<file path="src/rtl/mmu_pkg.sv">
// Shared definitions for the TLB-based MMU: segment codes, TLB entry layout,
// translation result record and exception codes.
package mmu_pkg;

  localparam logic [2:0] KSEG0 = 3'b100;
  localparam logic [2:0] KSEG1 = 3'b101;
  localparam logic [2:0] C_UNCACHED = 3'd2;

  localparam int VPN2_W       = 19;
  localparam int ENTRY_ASID_W = 8;
  localparam int PFN_W        = 20;
  localparam int PAGE_W       = PFN_W + 5;
  localparam int ENTRY_W      = VPN2_W + ENTRY_ASID_W + 1 + 2 * PAGE_W;

  localparam logic [4:0] EXC_MOD  = 5'd1;
  localparam logic [4:0] EXC_TLBL = 5'd2;
  localparam logic [4:0] EXC_TLBS = 5'd3;

  typedef struct packed {
    logic [PFN_W-1:0] pfn;
    logic [2:0]       c;
    logic             d;
    logic             v;
  } page_t;

  // Packed layout matches the 78-bit CP0 write/read bus, MSB first.
  typedef struct packed {
    logic [VPN2_W-1:0]       vpn2;
    logic [ENTRY_ASID_W-1:0] asid;
    logic                    g;
    page_t                   p0;
    page_t                   p1;
  } tlb_entry_t;

  typedef struct packed {
    logic [31:0] paddr;
    logic        uncached;
    logic        refill;
    logic        invalid;
    logic        modified;
  } xlat_t;

endpackage

</file>
<file path="src/rtl/tlb_mmu_if.sv">
// Pipeline/CP0 side bundle of the MMU: instruction and data lookup channels
// plus TLB write, read and probe ports.
interface tlb_mmu_if #(
  parameter int TLB_ENTRIES = 16,
  parameter int ASID_W      = 8
);
  localparam int IDX_W = $clog2(TLB_ENTRIES);

  logic [ASID_W-1:0] asid;

  logic              inst_req;
  logic [31:0]       inst_vaddr;
  logic              inst_ok;
  logic [31:0]       inst_paddr;
  logic              inst_uncached;
  logic              inst_refill;
  logic              inst_invalid;

  logic              data_req;
  logic              data_wr;
  logic [31:0]       data_vaddr;
  logic              data_ok;
  logic [31:0]       data_paddr;
  logic              data_uncached;
  logic              data_refill;
  logic              data_invalid;
  logic              data_modified;

  logic              tlb_we;
  logic [IDX_W-1:0]  tlb_widx;
  logic [77:0]       tlb_wentry;
  logic [IDX_W-1:0]  tlbr_idx;
  logic [77:0]       tlbr_entry;
  logic              tlbp_req;
  logic [18:0]       probe_vpn2;
  logic              tlbp_ok;
  logic              tlbp_miss;
  logic [IDX_W-1:0]  tlbp_idx;

  modport master (
    output asid, inst_req, inst_vaddr, data_req, data_wr, data_vaddr,
           tlb_we, tlb_widx, tlb_wentry, tlbr_idx, tlbp_req, probe_vpn2,
    input  inst_ok, inst_paddr, inst_uncached, inst_refill, inst_invalid,
           data_ok, data_paddr, data_uncached, data_refill, data_invalid, data_modified,
           tlbr_entry, tlbp_ok, tlbp_miss, tlbp_idx
  );

  modport slave (
    input  asid, inst_req, inst_vaddr, data_req, data_wr, data_vaddr,
           tlb_we, tlb_widx, tlb_wentry, tlbr_idx, tlbp_req, probe_vpn2,
    output inst_ok, inst_paddr, inst_uncached, inst_refill, inst_invalid,
           data_ok, data_paddr, data_uncached, data_refill, data_invalid, data_modified,
           tlbr_entry, tlbp_ok, tlbp_miss, tlbp_idx
  );

endinterface

</file>
<file path="src/rtl/tlb_lookup.sv">
// Combinational fully-associative TLB match: lowest matching index wins,
// then the even/odd page half is selected by va[12].
module tlb_lookup
  import mmu_pkg::*;
#(
  parameter int TLB_ENTRIES = 16,
  parameter int ASID_W      = 8
) (
  input  tlb_entry_t                       entries [TLB_ENTRIES],
  input  logic [VPN2_W-1:0]                vpn2,
  input  logic                             odd,
  input  logic [ASID_W-1:0]                asid,
  output logic                             hit,
  output logic [$clog2(TLB_ENTRIES)-1:0]   idx,
  output page_t                            page
);
  localparam int IDX_W = $clog2(TLB_ENTRIES);

  // Scan from the top so the lowest matching index is the last one assigned.
  always_comb begin
    hit  = 1'b0;
    idx  = '0;
    page = '0;
    for (int i = TLB_ENTRIES - 1; i >= 0; i--) begin
      if (entries[i].vpn2 == vpn2 &&
          (entries[i].g || entries[i].asid == ENTRY_ASID_W'(asid))) begin
        hit  = 1'b1;
        idx  = IDX_W'(i);
        page = odd ? entries[i].p1 : entries[i].p0;
      end
    end
  end

endmodule

</file>
<file path="src/rtl/tlb_mmu.sv">
// Address translator: kseg0/kseg1 direct-mapped, other segments through a
// software-managed dual-page TLB; one-cycle lookup, CP0 write/read/probe.
module tlb_mmu
  import mmu_pkg::*;
#(
  parameter int TLB_ENTRIES = 16,
  parameter int ASID_W      = 8
) (
  input  logic     clk,
  input  logic     resetn,
  tlb_mmu_if.slave bus
);
  localparam int IDX_W = $clog2(TLB_ENTRIES);

  tlb_entry_t       tlb_q [TLB_ENTRIES];

  logic             inst_hit, data_hit, probe_hit;
  logic [IDX_W-1:0] inst_idx_unused, data_idx_unused, probe_idx;
  page_t            inst_page, data_page, probe_page_unused;
  xlat_t            inst_res, data_res;

  logic             inst_vld_p1, data_vld_p1, probe_vld_p1;
  xlat_t            inst_res_p1, data_res_p1;
  logic             probe_miss_p1;
  logic [IDX_W-1:0] probe_idx_p1;
  logic [77:0]      tlbr_p1;
  logic             inst_mod_unused;

  function automatic xlat_t xlat(logic [31:0] va, logic wr, logic hit, page_t pg);
    xlat_t r;
    r = '0;
    if (va[31:29] == KSEG0 || va[31:29] == KSEG1) begin
      r.paddr    = {3'b000, va[28:0]};
      r.uncached = (va[31:29] == KSEG1);
    end else if (!hit) begin
      r.refill = 1'b1;
    end else if (!pg.v) begin
      r.invalid = 1'b1;
    end else if (wr && !pg.d) begin
      r.modified = 1'b1;
    end else begin
      r.paddr    = {pg.pfn, va[11:0]};
      r.uncached = (pg.c == C_UNCACHED);
    end
    return r;
  endfunction

  tlb_lookup #(.TLB_ENTRIES(TLB_ENTRIES), .ASID_W(ASID_W)) u_inst_lkp (
    .entries(tlb_q), .vpn2(bus.inst_vaddr[31:13]), .odd(bus.inst_vaddr[12]),
    .asid(bus.asid), .hit(inst_hit), .idx(inst_idx_unused), .page(inst_page)
  );

  tlb_lookup #(.TLB_ENTRIES(TLB_ENTRIES), .ASID_W(ASID_W)) u_data_lkp (
    .entries(tlb_q), .vpn2(bus.data_vaddr[31:13]), .odd(bus.data_vaddr[12]),
    .asid(bus.asid), .hit(data_hit), .idx(data_idx_unused), .page(data_page)
  );

  tlb_lookup #(.TLB_ENTRIES(TLB_ENTRIES), .ASID_W(ASID_W)) u_probe_lkp (
    .entries(tlb_q), .vpn2(bus.probe_vpn2), .odd(1'b0),
    .asid(bus.asid), .hit(probe_hit), .idx(probe_idx), .page(probe_page_unused)
  );

  assign inst_res = xlat(bus.inst_vaddr, 1'b0, inst_hit, inst_page);
  assign data_res = xlat(bus.data_vaddr, bus.data_wr, data_hit, data_page);

  // Entry array: lookups in the write cycle still see the old contents.
  always_ff @(posedge clk or negedge resetn) begin
    if (!resetn) begin
      for (int i = 0; i < TLB_ENTRIES; i++) tlb_q[i] <= '0;
    end else if (bus.tlb_we) begin
      tlb_q[bus.tlb_widx] <= tlb_entry_t'(bus.tlb_wentry);
    end
  end

  // ---- stage p0 -> p1: lookup, probe and read results ----
  always_ff @(posedge clk or negedge resetn) begin
    if (!resetn) begin
      inst_vld_p1   <= 1'b0;
      data_vld_p1   <= 1'b0;
      probe_vld_p1  <= 1'b0;
      inst_res_p1   <= '0;
      data_res_p1   <= '0;
      probe_miss_p1 <= 1'b0;
      probe_idx_p1  <= '0;
      tlbr_p1       <= '0;
    end else begin
      inst_vld_p1  <= bus.inst_req;
      data_vld_p1  <= bus.data_req;
      probe_vld_p1 <= bus.tlbp_req;
      if (bus.inst_req) inst_res_p1 <= inst_res;
      if (bus.data_req) data_res_p1 <= data_res;
      if (bus.tlbp_req) begin
        probe_miss_p1 <= !probe_hit;
        probe_idx_p1  <= probe_idx;
      end
      tlbr_p1 <= tlb_q[bus.tlbr_idx];
    end
  end

  assign bus.inst_ok       = inst_vld_p1;
  assign bus.inst_paddr    = inst_res_p1.paddr;
  assign bus.inst_uncached = inst_res_p1.uncached;
  assign bus.inst_refill   = inst_res_p1.refill;
  assign bus.inst_invalid  = inst_res_p1.invalid;
  assign inst_mod_unused   = inst_res_p1.modified;

  assign bus.data_ok       = data_vld_p1;
  assign bus.data_paddr    = data_res_p1.paddr;
  assign bus.data_uncached = data_res_p1.uncached;
  assign bus.data_refill   = data_res_p1.refill;
  assign bus.data_invalid  = data_res_p1.invalid;
  assign bus.data_modified = data_res_p1.modified;

  assign bus.tlbr_entry = tlbr_p1;
  assign bus.tlbp_ok    = probe_vld_p1;
  assign bus.tlbp_miss  = probe_miss_p1;
  assign bus.tlbp_idx   = probe_idx_p1;

endmodule

</file>
<file path="src/flat_wrapper.sv">
// flat-port wrapper written by rule: the top's interface ports become plain ports
module tlb_mmu_flat import mmu_pkg::*;
#(
  parameter int TLB_ENTRIES = 16,
  parameter int ASID_W      = 8
)
  (clk, resetn, bus_asid, bus_inst_req, bus_inst_vaddr, bus_data_req, bus_data_wr, bus_data_vaddr, bus_tlb_we, bus_tlb_widx, bus_tlb_wentry, bus_tlbr_idx, bus_tlbp_req, bus_probe_vpn2, bus_inst_ok, bus_inst_paddr, bus_inst_uncached, bus_inst_refill, bus_inst_invalid, bus_data_ok, bus_data_paddr, bus_data_uncached, bus_data_refill, bus_data_invalid, bus_data_modified, bus_tlbr_entry, bus_tlbp_ok, bus_tlbp_miss, bus_tlbp_idx);
  tlb_mmu_if #(.TLB_ENTRIES(TLB_ENTRIES), .ASID_W(ASID_W)) bus_i ();
  input  logic clk;
  input  logic resetn;
  input wire logic [$bits(bus_i.asid)-1:0] bus_asid;
  input wire logic [$bits(bus_i.inst_req)-1:0] bus_inst_req;
  input wire logic [$bits(bus_i.inst_vaddr)-1:0] bus_inst_vaddr;
  input wire logic [$bits(bus_i.data_req)-1:0] bus_data_req;
  input wire logic [$bits(bus_i.data_wr)-1:0] bus_data_wr;
  input wire logic [$bits(bus_i.data_vaddr)-1:0] bus_data_vaddr;
  input wire logic [$bits(bus_i.tlb_we)-1:0] bus_tlb_we;
  input wire logic [$bits(bus_i.tlb_widx)-1:0] bus_tlb_widx;
  input wire logic [$bits(bus_i.tlb_wentry)-1:0] bus_tlb_wentry;
  input wire logic [$bits(bus_i.tlbr_idx)-1:0] bus_tlbr_idx;
  input wire logic [$bits(bus_i.tlbp_req)-1:0] bus_tlbp_req;
  input wire logic [$bits(bus_i.probe_vpn2)-1:0] bus_probe_vpn2;
  output wire logic [$bits(bus_i.inst_ok)-1:0] bus_inst_ok;
  output wire logic [$bits(bus_i.inst_paddr)-1:0] bus_inst_paddr;
  output wire logic [$bits(bus_i.inst_uncached)-1:0] bus_inst_uncached;
  output wire logic [$bits(bus_i.inst_refill)-1:0] bus_inst_refill;
  output wire logic [$bits(bus_i.inst_invalid)-1:0] bus_inst_invalid;
  output wire logic [$bits(bus_i.data_ok)-1:0] bus_data_ok;
  output wire logic [$bits(bus_i.data_paddr)-1:0] bus_data_paddr;
  output wire logic [$bits(bus_i.data_uncached)-1:0] bus_data_uncached;
  output wire logic [$bits(bus_i.data_refill)-1:0] bus_data_refill;
  output wire logic [$bits(bus_i.data_invalid)-1:0] bus_data_invalid;
  output wire logic [$bits(bus_i.data_modified)-1:0] bus_data_modified;
  output wire logic [$bits(bus_i.tlbr_entry)-1:0] bus_tlbr_entry;
  output wire logic [$bits(bus_i.tlbp_ok)-1:0] bus_tlbp_ok;
  output wire logic [$bits(bus_i.tlbp_miss)-1:0] bus_tlbp_miss;
  output wire logic [$bits(bus_i.tlbp_idx)-1:0] bus_tlbp_idx;
  assign bus_i.asid = bus_asid;
  assign bus_i.inst_req = bus_inst_req;
  assign bus_i.inst_vaddr = bus_inst_vaddr;
  assign bus_i.data_req = bus_data_req;
  assign bus_i.data_wr = bus_data_wr;
  assign bus_i.data_vaddr = bus_data_vaddr;
  assign bus_i.tlb_we = bus_tlb_we;
  assign bus_i.tlb_widx = bus_tlb_widx;
  assign bus_i.tlb_wentry = bus_tlb_wentry;
  assign bus_i.tlbr_idx = bus_tlbr_idx;
  assign bus_i.tlbp_req = bus_tlbp_req;
  assign bus_i.probe_vpn2 = bus_probe_vpn2;
  assign bus_inst_ok = bus_i.inst_ok;
  assign bus_inst_paddr = bus_i.inst_paddr;
  assign bus_inst_uncached = bus_i.inst_uncached;
  assign bus_inst_refill = bus_i.inst_refill;
  assign bus_inst_invalid = bus_i.inst_invalid;
  assign bus_data_ok = bus_i.data_ok;
  assign bus_data_paddr = bus_i.data_paddr;
  assign bus_data_uncached = bus_i.data_uncached;
  assign bus_data_refill = bus_i.data_refill;
  assign bus_data_invalid = bus_i.data_invalid;
  assign bus_data_modified = bus_i.data_modified;
  assign bus_tlbr_entry = bus_i.tlbr_entry;
  assign bus_tlbp_ok = bus_i.tlbp_ok;
  assign bus_tlbp_miss = bus_i.tlbp_miss;
  assign bus_tlbp_idx = bus_i.tlbp_idx;
  tlb_mmu #(.TLB_ENTRIES(TLB_ENTRIES), .ASID_W(ASID_W)) u_core (.clk(clk), .resetn(resetn), .bus(bus_i));
endmodule
</file>
<file path="config.mk">
export PLATFORM = sky130hd
export DESIGN_NAME = tlb_mmu_flat
export DESIGN_NICKNAME = d
export VERILOG_FILES = /design/src/rtl/mmu_pkg.sv /design/src/rtl/tlb_mmu_if.sv /design/src/rtl/tlb_lookup.sv /design/src/rtl/tlb_mmu.sv /design/src/flat_wrapper.sv
export SDC_FILE = /design/constraint.sdc
export NUM_CORES = 2
export LEC_CHECK = 0
export BUFFER_PORTS_ARGS = -buffer_cell sky130_fd_sc_hd__buf_4
export CORE_UTILIZATION = 60
export CTS_BUF_LIST = sky130_fd_sc_hd__clkbuf_8
export CTS_CLUSTER_DIAMETER = 50
export DETAILED_ROUTE_END_ITERATION = 7
export HOLD_SLACK_MARGIN = 0.1
export PLACE_DENSITY = 0.78
export SLEW_MARGIN = 20
export SYNTH_ARGS = -nofsm -noshare
export SYNTH_HDL_FRONTEND = slang
export SYNTH_SLANG_ARGS = --single-unit
export TNS_END_PERCENT = 5
</file>
<file path="constraint.sdc">
create_clock -name clk -period 3.7 [get_ports clk]
set_input_delay 0.37 -clock clk [delete_from_list [all_inputs] [get_ports clk]]
set_output_delay 0.37 -clock clk [all_outputs]
set_load 0.02 [all_outputs]
</file>
==> metrics.cfg <==
[logic_synthesis]
synth_seq_cells=1405
synth.distinct_cells=79
ys.flop_type=dfrtp_1
async_reset_ff_frac=1.00
synth-seq-area-share=0.399
synthTopCellsByArea=dfrtp_1, mux2_2, mux4_2
syn-cell-area_um2=88200
synth_top_cell_by_area=dfrtp_1
syn_nets=7448
synth_edf_count=0
ys_warn_count=0
syn_inst=7264
synth_top_area_frac=0.399
syn_avg_cell_area_um2=12.1

[global_route]
grt_pass1_wl_mm=569
antenna_found_initial=36
grt-ovfl-total=0
grt_max_degree=138
grt_pass1_vias=74300
grt_usage=0.545

[timing]
maxSlewHeadroom=0.185
layout_setup_ws_ns=-0.284
finalHoldViolations=0
finalSetupViolations=66
tightest_slew_ns=1.22
worst_hold_slack_ns=0.161
min_period_over_period=1.08
final.setup_skew_ns=0.0834
rsz0062_at_grt=yes
drv_slew=0
finalCriticalPeriod_ns=3.98
finalSetupTns_ns=-11.07
fmax_mhz=251

[clock_network]
cts_num_sinks=1405
htree_levels=4
root_buffer=clkbuf_8
clk_pin_slew_ns=0.07
cts_buffer_depth=3
cts_buffers=235
clk_latency_ns=1.02
cts_tree=yes

[die]
dieArea_um2=149000
ios=341
die_w_um=385
initial_core_util=0.605
dieHeight_um=385
row_count=140
core_um2=146000

[placement]
dp_worst_setup_slack_ns=-1.07
dp_hpwl_mm=282
place.gp.congestion=1.13
port_buffers=340

[outcome]
violations=setup timing
status=finished with violations

[routing]
ant_nets=0
drt_iter0_drc=12200
wirelength_mm=410
drc_errors=0
routed_via_density=7.44
drt_pass1_iterations=7
vias=76300
wl_per_cell_um=40.0

[critical_path]
crit_top_cell=buf_12
cpPeakStageDelay_ns=0.55
arrival_ns=4.83
slowest_stage=nor4_4
worst_setup_path_end_kind=flop
required_ns=4.55
critPathLaunchType=flop
critical_path_class=flop to flop
crit_fanout=6
path_cells=xor2_2 > nor4_4 > buf_4 > nand4_1 > or3_4 > mux4_2 > a2111oi_4 > o2111a_1 > o21ai_2 > buf_6 > a21oi_4 > buf_12 > buf_12 > nor2_2

[flow_run]
cap_violations=0

[finish]
nets=8335
nFillCells=9983
mostFrequentLayoutCells=mux2_2, dfrtp_1, buf_4
drive_gt1_frac=0.422
area_growth_pct=19.5

[pwr]
power_density_nw_per_um2=526
fin_total_pwr_mw=55.4
irDropWorstVdd_v=0.000440
leakagePower_nw=45.6

[min_path]
min_path_type=primary input to flop

-- Yosys cell counts (23+ instances only) --
master,count
dfrtp_1,1405
mux2_2,1404
xor2_1,698
mux2i_1,593
clkbuf_1,404
mux4_2,392
xnor2_1,342
nand2_1,193
nor4_1,190
a21oi_1,170
o21ai_0,133
buf_1,132
nand3_1,121
buf_2,115
nor2_1,115
nand4_1,101
nor3_1,87
o22ai_1,63
a221oi_1,57
o221ai_1,57
a211oi_1,50
a22oi_1,43
nor2b_1,39
o211ai_1,25
a2111oi_0,24
o31ai_1,23
-- registers in the layout, indices dropped and copies added (netlist names), 4 cells and up --
name / count
u_core.bus.data_paddr: 32
u_core.bus.inst_paddr: 32
u_core.bus.tlbp_idx: 4
u_core.bus.tlbr_entry: 78
u_core.tlb_q: 1248
-- worst max-delay path, delay by kind of cell (launching register included) --
family	cells	cell delay [ns]
AOI/OAI and AO/OA	4	0.82
xor gates and xnor gates	1	0.18
buffers and inverters	4	0.67
DFF	1	0.42
muxes	1	0.46
and+or+nand+nor	4	1.23
-- repair_timing --
item	in CTS	in global routing
hold buffers	134	0
setup endpoints to repair	68	71
resized for setup	52	38
cloned	1	0
hold endpoints to repair	2330	0
setup buffers	9	4
pin swaps	28	14
-- area by class of cell --
type,instances,area [µm²],share of cell area
antenna,10,25.0,0.000237
tap,1917,2400,0.0228
clock inverter,118,886,0.00840
clock buffer,293,4030,0.0383
sequential,1405,35200,0.334
timing repair buffer,1317,12000,0.114
multi-input combinational,5171,50800,0.482
inverter,21,78.8,0.000748
-- final timing paths --
path	start	endpoint	slack, ns	depth (start not counted)
max in group asynchronous	resetn	u_core.tlb_q[749]$_DFFE_PN0P_	2.58	4
min	bus_tlbr_idx[1]	u_core.bus.tlbr_entry[46]$_DFF_PN0_	0.16	3
min reg2reg	u_core.bus.tlbp_miss$_DFFE_PN0P_	u_core.bus.tlbp_miss$_DFFE_PN0P_	0.51	2
min in group asynchronous	resetn	u_core.tlb_q[1237]$_DFFE_PN0P_	0.23	3
max reg2reg	u_core.tlb_q[147]$_DFFE_PN0P_	u_core.bus.data_paddr[3]$_DFFE_PN0P_	-0.28	14
max	u_core.tlb_q[147]$_DFFE_PN0P_	u_core.bus.data_paddr[3]$_DFFE_PN0P_	-0.28	14
-- power breakdown --
part / total (mW) / switching, mW / leakage (nW) / internal, mW
Combinational: 17.1 / 8.51 / 25.5 / 8.58
Clock: 14.7 / 7.09 / 2.76 / 7.62
Sequential: 23.7 / 4.78 / 17.3 / 18.9
Total: 55.4 / 20.4 / 45.6 / 35.1
-- logic make-up after synthesis --
kind of cell              after synthesis  synth area share
muxes                                2389             0.347
DFF                                  1405             0.399
xor gates and xnor gates             1040             0.103
and+or+nand+nor                       942            0.0562
AOI/OAI and AO/OA                     800            0.0634
buffers and inverters                 688            0.0318
-- through the flow --
stage                      util  instance area (µm²)  instances
final                     0.723               105000      10300
after global routing      0.723               105000      10200
after CTS                 0.722               105000      10200
after detailed placement  0.677                98600       9684
after global placement    0.676                98600       9684
after floorplan               -                88200       7264
-- routing by layer --
| metal | vias to the layer above | GRT usage | routed length (µm) |
|---|---|---|---|
| li1 | 28900 | - | - |
| met4 | 55 | 0.342 | 32000 |
| met3 | 1941 | 0.252 | 65100 |
| met5 | - | 0.00910 | 585 |
| met1 | 38200 | 0.702 | 147000 |
| met2 | 7272 | 0.738 | 165000 |
(Power assumes the default switching activity.)
